--- src/rtl/regfile_pkg.sv ---
// ============================================================================
//  Module   : regfile_pkg
//  Purpose  : Shared types and helpers for the multi-port register file.
//  Revision : 1.0  initial release
// ============================================================================
`default_nettype none

package regfile_pkg;

    // Sweep controller states
    typedef enum logic [0:0] {
        CLEAR = 1'b0,
        READY = 1'b1
    } state_t;

    // Widest data word the parity helper accepts; narrower words are zero-extended.
    localparam int c_PAR_MAX_W = 256;

    function automatic int DEPTH_OF(input int addrW);
        return 1 << addrW;
    endfunction

    function automatic logic par(input logic [c_PAR_MAX_W-1:0] data);
        return ^data;
    endfunction

endpackage

`default_nettype wire

--- src/rtl/regfile_if.sv ---
// ============================================================================
//  Module   : regfile_if
//  Purpose  : Read/write port bundle of the register file (par_err only with
//             REGFILE_PARITY_EN).
//  Revision : 1.0  initial release
// ============================================================================
`default_nettype none

interface regfile_if #(
    parameter int DATA_W = 32,
    parameter int ADDR_W = 5,
    parameter int NUM_RD = 2
);
    logic [NUM_RD-1:0]        rd_en;
    logic [NUM_RD*ADDR_W-1:0] rd_addr;
    logic [NUM_RD*DATA_W-1:0] rd_data;
    logic [1:0]               wr_en;
    logic [ADDR_W-1:0]        wr_addr0;
    logic [ADDR_W-1:0]        wr_addr1;
    logic [DATA_W-1:0]        wr_data0;
    logic [DATA_W-1:0]        wr_data1;
    logic                     busy;
`ifdef REGFILE_PARITY_EN
    logic                     par_err;
`endif

    modport master (
        output rd_en, rd_addr, wr_en, wr_addr0, wr_addr1, wr_data0, wr_data1,
`ifdef REGFILE_PARITY_EN
        input  par_err,
`endif
        input  rd_data, busy
    );

    modport slave (
        input  rd_en, rd_addr, wr_en, wr_addr0, wr_addr1, wr_data0, wr_data1,
`ifdef REGFILE_PARITY_EN
        output par_err,
`endif
        output rd_data, busy
    );

endinterface

`default_nettype wire

--- src/rtl/regfile_rd_port.sv ---
// ============================================================================
//  Module   : regfile_rd_port
//  Purpose  : One registered read port: zero-register check, write-first bypass
//             mux, output register and (REGFILE_PARITY_EN) parity check.
//  Revision : 1.0  initial release
// ============================================================================
`default_nettype none

module regfile_rd_port
    import regfile_pkg::*;
#(
    parameter int DATA_W   = 32,
    parameter int ADDR_W   = 5,
    parameter int ZERO_REG = 1
) (
    input  wire logic              clk,
    input  wire logic              rst_n,
    input  wire logic              i_clearing,
    input  wire logic              i_rdEn,
    input  wire logic [ADDR_W-1:0] i_rdAddr,
    input  wire logic [DATA_W-1:0] i_entry,
`ifdef REGFILE_PARITY_EN
    input  wire logic              i_entryPar,
    output logic                   o_parFlag,
`endif
    input  wire logic [1:0]        i_wrEn,
    input  wire logic [ADDR_W-1:0] i_wrAddr0,
    input  wire logic [DATA_W-1:0] i_wrData0,
    input  wire logic [ADDR_W-1:0] i_wrAddr1,
    input  wire logic [DATA_W-1:0] i_wrData1,
    output logic [DATA_W-1:0]      o_rdData
);

    logic              w_isZero;
    logic              w_hit0;
    logic              w_hit1;
    logic [DATA_W-1:0] w_rdVal;
    logic [DATA_W-1:0] r_rdData;

    assign w_isZero = (ZERO_REG != 0) && (i_rdAddr == '0);
    assign w_hit1   = i_wrEn[1] && (i_wrAddr1 == i_rdAddr);
    assign w_hit0   = i_wrEn[0] && (i_wrAddr0 == i_rdAddr);

    // Port 1 outranks port 0 so the bypass agrees with what the array will hold.
    always_comb begin
        w_rdVal = i_entry;
        if (w_isZero) begin
            w_rdVal = '0;
        end else if (w_hit1) begin
            w_rdVal = i_wrData1;
        end else if (w_hit0) begin
            w_rdVal = i_wrData0;
        end
    end

    always_ff @(posedge clk) begin
        if (!rst_n || i_clearing) begin
            r_rdData <= '0;
        end else if (i_rdEn) begin
            r_rdData <= w_rdVal;
        end
    end

    assign o_rdData = r_rdData;

`ifdef REGFILE_PARITY_EN
    // Only reads served from the array are checked; bypassed data never touched it.
    assign o_parFlag = !i_clearing && i_rdEn && !w_isZero && !w_hit0 && !w_hit1
                     && (par(c_PAR_MAX_W'(i_entry)) != i_entryPar);
`endif

endmodule

`default_nettype wire

--- src/rtl/regfile_mp.sv ---
// ============================================================================
//  Module   : regfile_mp
//  Purpose  : NUM_RD-read / 2-write register file with write-first bypass,
//             optional hardwired zero entry and post-reset clear sweep.
//             Optional even parity per entry with macro REGFILE_PARITY_EN.
//  Revision : 1.0  initial release
// ============================================================================
`default_nettype none

module regfile_mp
    import regfile_pkg::*;
#(
    parameter int DATA_W   = 32,
    parameter int ADDR_W   = 5,
    parameter int NUM_RD   = 2,
    parameter int ZERO_REG = 1
) (
    input  wire logic  clk,
    input  wire logic  rst_n,
    regfile_if.slave   bus
);

    localparam int DEPTH = DEPTH_OF(ADDR_W);

    state_t            r_state;
    logic [ADDR_W-1:0] r_clrCnt;
    logic              r_busy;
    logic [DATA_W-1:0] r_mem [DEPTH];
    logic [DATA_W-1:0] w_rdData [NUM_RD];
    logic              w_wrOk0;
    logic              w_wrOk1;
    logic              w_clearing;

    assign w_clearing = (r_state == CLEAR);

    // Writes to entry 0 are dropped when it is hardwired to zero.
    assign w_wrOk0 = !w_clearing && bus.wr_en[0]
                   && !((ZERO_REG != 0) && (bus.wr_addr0 == '0));
    assign w_wrOk1 = !w_clearing && bus.wr_en[1]
                   && !((ZERO_REG != 0) && (bus.wr_addr1 == '0));

    // Sweep controller: reset parks at entry 0; each released edge clears one entry.
    always_ff @(posedge clk) begin
        if (!rst_n) begin
            r_state  <= CLEAR;
            r_clrCnt <= '0;
            r_busy   <= 1'b1;
        end else begin
            case (r_state)
                CLEAR: begin
                    r_clrCnt <= r_clrCnt + 1'b1;
                    if (r_clrCnt == ADDR_W'(DEPTH - 1)) begin
                        r_state <= READY;
                        r_busy  <= 1'b0;
                    end
                end
                READY: begin
                    r_busy <= 1'b0;
                end
                default: begin
                    r_state  <= CLEAR;
                    r_clrCnt <= '0;
                    r_busy   <= 1'b1;
                end
            endcase
        end
    end

    assign bus.busy = r_busy;

    // Storage array; port 1 is written last so it wins an address collision.
    always_ff @(posedge clk) begin
        if (rst_n) begin
            if (w_clearing) begin
                r_mem[r_clrCnt] <= '0;
            end else begin
                if (w_wrOk0) begin
                    r_mem[bus.wr_addr0] <= bus.wr_data0;
                end
                if (w_wrOk1) begin
                    r_mem[bus.wr_addr1] <= bus.wr_data1;
                end
            end
        end
    end

`ifdef REGFILE_PARITY_EN
    logic              r_par [DEPTH];
    logic              r_parErr;
    logic [NUM_RD-1:0] w_parFlag;

    always_ff @(posedge clk) begin
        if (rst_n) begin
            if (w_clearing) begin
                r_par[r_clrCnt] <= 1'b0;
            end else begin
                if (w_wrOk0) begin
                    r_par[bus.wr_addr0] <= par(c_PAR_MAX_W'(bus.wr_data0));
                end
                if (w_wrOk1) begin
                    r_par[bus.wr_addr1] <= par(c_PAR_MAX_W'(bus.wr_data1));
                end
            end
        end
    end

    // Sticky until the next reset.
    always_ff @(posedge clk) begin
        if (!rst_n) begin
            r_parErr <= 1'b0;
        end else if (|w_parFlag) begin
            r_parErr <= 1'b1;
        end
    end

    assign bus.par_err = r_parErr;
`endif

    for (genvar gi = 0; gi < NUM_RD; gi++) begin : g_rdPort
        logic [ADDR_W-1:0] w_addr;
        logic [DATA_W-1:0] w_entry;

        assign w_addr  = bus.rd_addr[gi*ADDR_W +: ADDR_W];
        assign w_entry = r_mem[w_addr];

        regfile_rd_port #(
            .DATA_W   (DATA_W),
            .ADDR_W   (ADDR_W),
            .ZERO_REG (ZERO_REG)
        ) u_rdPort (
            .clk        (clk),
            .rst_n      (rst_n),
            .i_clearing (w_clearing),
            .i_rdEn     (bus.rd_en[gi]),
            .i_rdAddr   (w_addr),
            .i_entry    (w_entry),
`ifdef REGFILE_PARITY_EN
            .i_entryPar (r_par[w_addr]),
            .o_parFlag  (w_parFlag[gi]),
`endif
            .i_wrEn     (bus.wr_en),
            .i_wrAddr0  (bus.wr_addr0),
            .i_wrData0  (bus.wr_data0),
            .i_wrAddr1  (bus.wr_addr1),
            .i_wrData1  (bus.wr_data1),
            .o_rdData   (w_rdData[gi])
        );
    end

    always_comb begin
        bus.rd_data = '0;
        for (int i = 0; i < NUM_RD; i++) begin
            bus.rd_data[i*DATA_W +: DATA_W] = w_rdData[i];
        end
    end

endmodule

`default_nettype wire
--- src/flat_wrapper.sv ---
// flat-port wrapper written by rule: the top's interface ports become plain ports
module regfile_mp_flat import regfile_pkg::*;
#(
    parameter int DATA_W   = 32,
    parameter int ADDR_W   = 5,
    parameter int NUM_RD   = 2,
    parameter int ZERO_REG = 1
)
  (clk, rst_n, bus_rd_en, bus_rd_addr, bus_wr_en, bus_wr_addr0, bus_wr_addr1, bus_wr_data0, bus_wr_data1, bus_rd_data, bus_busy);
  regfile_if #(.DATA_W(DATA_W), .ADDR_W(ADDR_W), .NUM_RD(NUM_RD)) bus_i ();
  input  wire logic clk;
  input  wire logic rst_n;
  input wire logic [$bits(bus_i.rd_en)-1:0] bus_rd_en;
  input wire logic [$bits(bus_i.rd_addr)-1:0] bus_rd_addr;
  input wire logic [$bits(bus_i.wr_en)-1:0] bus_wr_en;
  input wire logic [$bits(bus_i.wr_addr0)-1:0] bus_wr_addr0;
  input wire logic [$bits(bus_i.wr_addr1)-1:0] bus_wr_addr1;
  input wire logic [$bits(bus_i.wr_data0)-1:0] bus_wr_data0;
  input wire logic [$bits(bus_i.wr_data1)-1:0] bus_wr_data1;
  output wire logic [$bits(bus_i.rd_data)-1:0] bus_rd_data;
  output wire logic [$bits(bus_i.busy)-1:0] bus_busy;
  assign bus_i.rd_en = bus_rd_en;
  assign bus_i.rd_addr = bus_rd_addr;
  assign bus_i.wr_en = bus_wr_en;
  assign bus_i.wr_addr0 = bus_wr_addr0;
  assign bus_i.wr_addr1 = bus_wr_addr1;
  assign bus_i.wr_data0 = bus_wr_data0;
  assign bus_i.wr_data1 = bus_wr_data1;
  assign bus_rd_data = bus_i.rd_data;
  assign bus_busy = bus_i.busy;
  regfile_mp #(.DATA_W(DATA_W), .ADDR_W(ADDR_W), .NUM_RD(NUM_RD), .ZERO_REG(ZERO_REG)) u_core (.clk(clk), .rst_n(rst_n), .bus(bus_i));
endmodule
--- config.mk ---
export PLATFORM = sky130hd
export DESIGN_NAME = regfile_mp_flat
export DESIGN_NICKNAME = d
export VERILOG_FILES = /design/src/rtl/regfile_pkg.sv /design/src/rtl/regfile_if.sv /design/src/rtl/regfile_rd_port.sv /design/src/rtl/regfile_mp.sv /design/src/flat_wrapper.sv
export SDC_FILE = /design/constraint.sdc
export NUM_CORES = 2
export LEC_CHECK = 0
export BUFFER_PORTS_ARGS = -buffer_cell sky130_fd_sc_hd__clkbuf_2
export CELL_PAD_IN_SITES_DETAIL_PLACEMENT = 0
export CELL_PAD_IN_SITES_GLOBAL_PLACEMENT = 1
export CORE_MARGIN = 5
export CORE_UTILIZATION = 52
export DETAILED_ROUTE_END_ITERATION = 10
export GPL_TIMING_DRIVEN = 0
export HOLD_SLACK_MARGIN = 0.05
export PLACE_DENSITY = 0.81
export SLEW_MARGIN = 20
export SYNTH_ARGS = -nofsm -noshare
export SYNTH_HDL_FRONTEND = slang
export SYNTH_SLANG_ARGS = --single-unit
--- constraint.sdc ---
create_clock -name clk -period 5.1 [get_ports clk]
set_clock_uncertainty 0.1 [all_clocks]
set_input_delay 0.765 -clock clk [delete_from_list [all_inputs] [get_ports clk]]
set_output_delay 0.765 -clock clk [all_outputs]
set_load 0.005 [all_outputs]
==> Flow_metrics.wiki <==
{| class="wikitable"
! Metric !! Value
|-
| Relative area change from synthesis to final layout || 13.1%
|-
| Total Die Area || 128000 um2
|-
| Total via count after detailed routing || 53700
|-
| GRT met1 Usage || 55.7%
|-
| Ranking of synthesized cells by instance count || 1047 x nand2_1, 1024 x edfxtp_1, 1002 x o21ai_0
|-
| Async SR Flop Fraction || 0%
|-
| # setup viols final || 0
|-
| Dominant cells by area after synthesis || edfxtp_1 49%, mux4_2 14%, o21ai_0 8.0%, nand2_1 6.2%, mux2i_1 4.4%
|-
| Hold Fails Final Rpt || 0
|-
| Count of pins over their slew limit || 0
|-
| Logic depth of the worst path, buffers included || 9
|-
| Yosys warning total || 0
|-
| Reg2Reg Setup Slack || 1.19 ns
|-
| Clock tree from TritonCTS || built
|-
| Horizontal extent of the die || 358 um
|-
| Number of enable-type register cells in the synthesized netlist || 1024
|-
| Capturing point of the worst reg2reg path || u_core.r_mem[27][25]
|-
| Cell variety after synth || 67
|-
| CTS Buf Count || 116
|-
| Power density over cell area || 298 nW/um2
|-
| Switching part of the total power || 25.5%
|-
| Post-placement worst setup slack || 0.230 ns
|-
| Post-CTS setup buffer count || 0
|-
| Number of hold buffers added after cts || 0
|-
| Comb pwr share || 9.8%
|-
| Area fraction of the dominant cell type after synthesis || 48.9%
|-
| H-tree levels || 3
|-
| Insertion delay to the later sink of the worst-skew pair || 0.77 ns
|-
| Mean instance size in the synthesized netlist || 11.4 um2
|-
| Wire length per cell after detailed routing || 37.4 um
|-
| PostCTS Resize Cnt || 0
|-
| Global-route wire length before repair || 381 mm
|-
| Net Count, Synth || 5587
|-
| Result of the run || finished clean
|-
| Number of I/O port buffers || 110
|-
| Part of the total power dissipated in the clock network || 44.1%
|-
| Std-Cell Core Area || 120000 um2
|-
| Busiest layer in global routing || met2
|-
| Cell with the largest stage delay on the worst path || clkbuf_1
|-
| Worst-path clk slew || 0.07 ns
|-
| Number of buffer and inverter instances along the worst setup path || 4
|-
| Initial core utilization || 52.4%
|-
| WL final || 280 mm
|-
| Setup repair after global routing missed its margin || false
|-
| Sequential cell area fraction in the yosys report || 51.1%
|-
| Cells after Synth || 5495
|-
| Post-detail-place hpwl || 219 mm
|-
| Type of element capturing the critical path || register
|-
| Global-route total usage across every layer || 42.8%
|-
| Drt initial violations || 10100
|-
| Cell family contributing the most delay on the critical path || buffers and inverters
|-
| Internal Power || 0.0158 W
|-
| Overall die height || 358 um
|-
| Reg2Reg Launch Point || u_core.r_state
|-
| Critical Path RT || 5.64 ns
|-
| Per-cell via count in the routed design || 7.18
|-
| Leading register cell type out of synthesis || edfxtp_1
|-
| Most numerous cell in the Yosys netlist || nand2_1
|-
| Worst Hold Path EP || u_core.bus.busy
|-
| Num rows || 127
|-
| Number of fill cells || 9876
|-
| Cell type with the highest occurrence count on the critical path || buf_2
|-
| Sequential power share || 46.1%
|-
| Slew of the pin with the lowest slew margin || 1.24 ns
|-
| Startpoint of the most critical hold path || u_core.bus.busy
|-
| Static leakage power || 22.1 nW
|-
| Number of sinks on the clock net || 1095
|-
| Vias in the first global route || 49800
|-
| Least setup slack across all paths after layout || 0.966 ns
|-
| Antenna violations before repair || 19
|-
| Ratio of cells with drive above 1 in the final layout || 18.3%
|-
| Maximum VDD drop || 307 uV
|-
| Path type of the worst min-delay path || reg2reg
|-
| Time the final worst path needs with I/O delays and setup || 4.13 ns
|-
| Fraction of met2 tracks used by global routing || 58.7%
|-
| First drt pass iteration count || 9
|-
| Global placement routability congestion || 1.11
|-
| Crit-path max cell delay || 0.86 ns
|-
| Critical path data arrival time || 4.67 ns
|-
| Cells on worst reg2reg path || 7
|-
| Number of max-capacitance violations reported || 0
|-
| IO Count || 155
|-
| Achievable Freq || 242 MHz
|-
| Worst Setup Path Type || in2reg
|-
| Chain of cells forming the critical path || clkbuf_2 -> buf_2 -> buf_2 -> xnor2_1 -> nand2_1 -> nor2_2 -> clkbuf_1 -> a221oi_1 -> a311oi_1
|-
| Final ANT Viol Nets || 0
|-
| Net switching power || 0.00541 W
|-
| Met3 Track Usage GR || 22.7%
|-
| Remaining routing DRC violations || 0
|-
| Overall power || 0.0212 W
|-
| Worst hold stages || 2
|-
| Cell area after technology mapping || 62900 um2
|-
| CTS Root Buffer Type || clkbuf_16
|-
| Relative slew slack || 17.6%
|-
| Overflow left after global routing || 0
|-
| Tcrit/Tclk final || 81.1%
|-
| Deepest clock path buffer count || 3
|-
| Yosys reg bits || 1095
|-
| Pin count of the biggest net entering global routing || 23
|-
| Critical Path Source Type || primary input
|-
| Top cell type by total area after synthesis || edfxtp_1
|-
| Number of nets in the layout || 5856
|-
| Maximum fanout encountered on the critical timing path || 10
|}
[power by group through the flow]
| stage | sequential, W | combinational, W | clock, W |
|---|---|---|---|
| 2_1_floorplan | 0.00995 | 0.00110 | 0 |
| 3_3_place_gp | 0.00996 | 0.00187 | 0 |
| 3_5_place_dp | 0.00996 | 0.00193 | 0 |
| 4_1_cts | 0.00977 | 0.00194 | 0.00926 |
| 5_1_grt | 0.00977 | 0.00207 | 0.00961 |
| 6_report | 0.00977 | 0.00207 | 0.00934 |
[layout by cell type, fill, tap and decap left out, types with 31 or more instances in the layout]
cell | Yosys | layout
dfxtp_1 | 71 | 71
o22ai_1 | 91 | 60
mux4_2 | 395 | 395
clkbuf_1 | 421 | 430
mux2i_1 | 279 | 279
o31ai_1 | 33 | 31
clkbuf_16 | 0 | 116
o22ai_4 | 0 | 31
buf_2 | 135 | 138
a2111oi_0 | 32 | 32
a22oi_1 | 60 | 60
nor3_1 | 33 | 32
inv_1 | 69 | 69
edfxtp_1 | 1024 | 1024
nor2b_1 | 40 | 40
or3_1 | 31 | 31
a211oi_1 | 36 | 36
a21oi_1 | 92 | 92
o221ai_1 | 120 | 120
o21ai_0 | 1002 | 1002
buf_16 | 0 | 36
o31a_1 | 31 | 31
buf_4 | 36 | 36
nand2_1 | 1047 | 1047
clkbuf_2 | 69 | 187
[layer usage]
layer | share of wire [%] | vias up
met3 | 19 | 792
met5 | 0.084 | -
met1 | 35 | 26200
met2 | 40 | 5065
met4 | 5.9 | 18
li1 | - | 21600
[cell families (layout without fill, tap and decap cells)]
logic type,after synthesis,count (layout),share of synthesized area (%)
XOR/XNOR,23,23,0.320
multiplexers,675,675,18.6
AO/OA/AOI/OAI,1688,1688,16.3
adder cells (fa/ha/maj),2,2,0.0398
AND/OR/NAND/NOR,1244,1244,8.12
buffers and inverters,768,1135,5.51
other,0,5,0
flip-flops,1095,1095,51.1
[flip-flops by register name, indices dropped and copies added, names as in the netlist]
signal / flops
u_core.r_mem: 1024
u_core.r_clrCnt: 5
u_core.r_state: 1
u_core.g_rdPort.u_rdPort.o_rdData: 64
u_core.bus.busy: 1
[how the worst max path moves through the flow]
stage / startpoint / endpoint / slack, ns
finish: bus_rd_addr[1] / u_core.g_rdPort[0].u_rdPort.o_rdData[25] / 0.97
global route: u_core.r_state / u_core.r_mem[27][16] / 1.19
global placement: bus_wr_addr0[2] / u_core.r_mem[7][5] / -1.86
floorplan: bus_wr_addr0[3] / u_core.r_mem[11][0] / 0.66
CTS: bus_wr_addr0[2] / u_core.r_mem[2][19] / 0.99
detailed placement: bus_wr_addr0[2] / u_core.r_mem[2][4] / 0.23
[tightest hold or removal path, cell delays in order (launching register included)]
cell	delay, ns
dfxtp_1	0.32
nand2_1	0.05
nand2_1	0.04
[final cells by class]
| type | count | area [um2] | area share (%) |
|---|---|---|---|
| tap | 1612 | 2020 | 2.84 |
| timing repair buffer | 151 | 1620 | 2.27 |
| clock buffer | 136 | 3010 | 4.23 |
| antenna | 5 | 12.5 | 0.0176 |
| sequential | 1095 | 32200 | 45.2 |
| multi-input combinational | 3632 | 27700 | 39.0 |
| clock inverter | 80 | 1080 | 1.52 |
| inverter | 71 | 267 | 0.375 |
| buffer | 697 | 3220 | 4.52 |
[stage by stage]
stage          TNS [ns]  cells  utilization (%)  cell area (um2)  hold slack (ns)
2_1_floorplan         0   5495                -            62900            0.339
3_3_place_gp   -1105.47   7217             54.6            65500            0.352
3_5_place_dp          0   7257             55.9            67000            0.363
4_1_cts               0   7473             59.3            71100            0.328
5_1_grt               0   7474             59.3            71100            0.384
6_report              0   7479             59.3            71100            0.356
(Power assumes the default switching activity.)
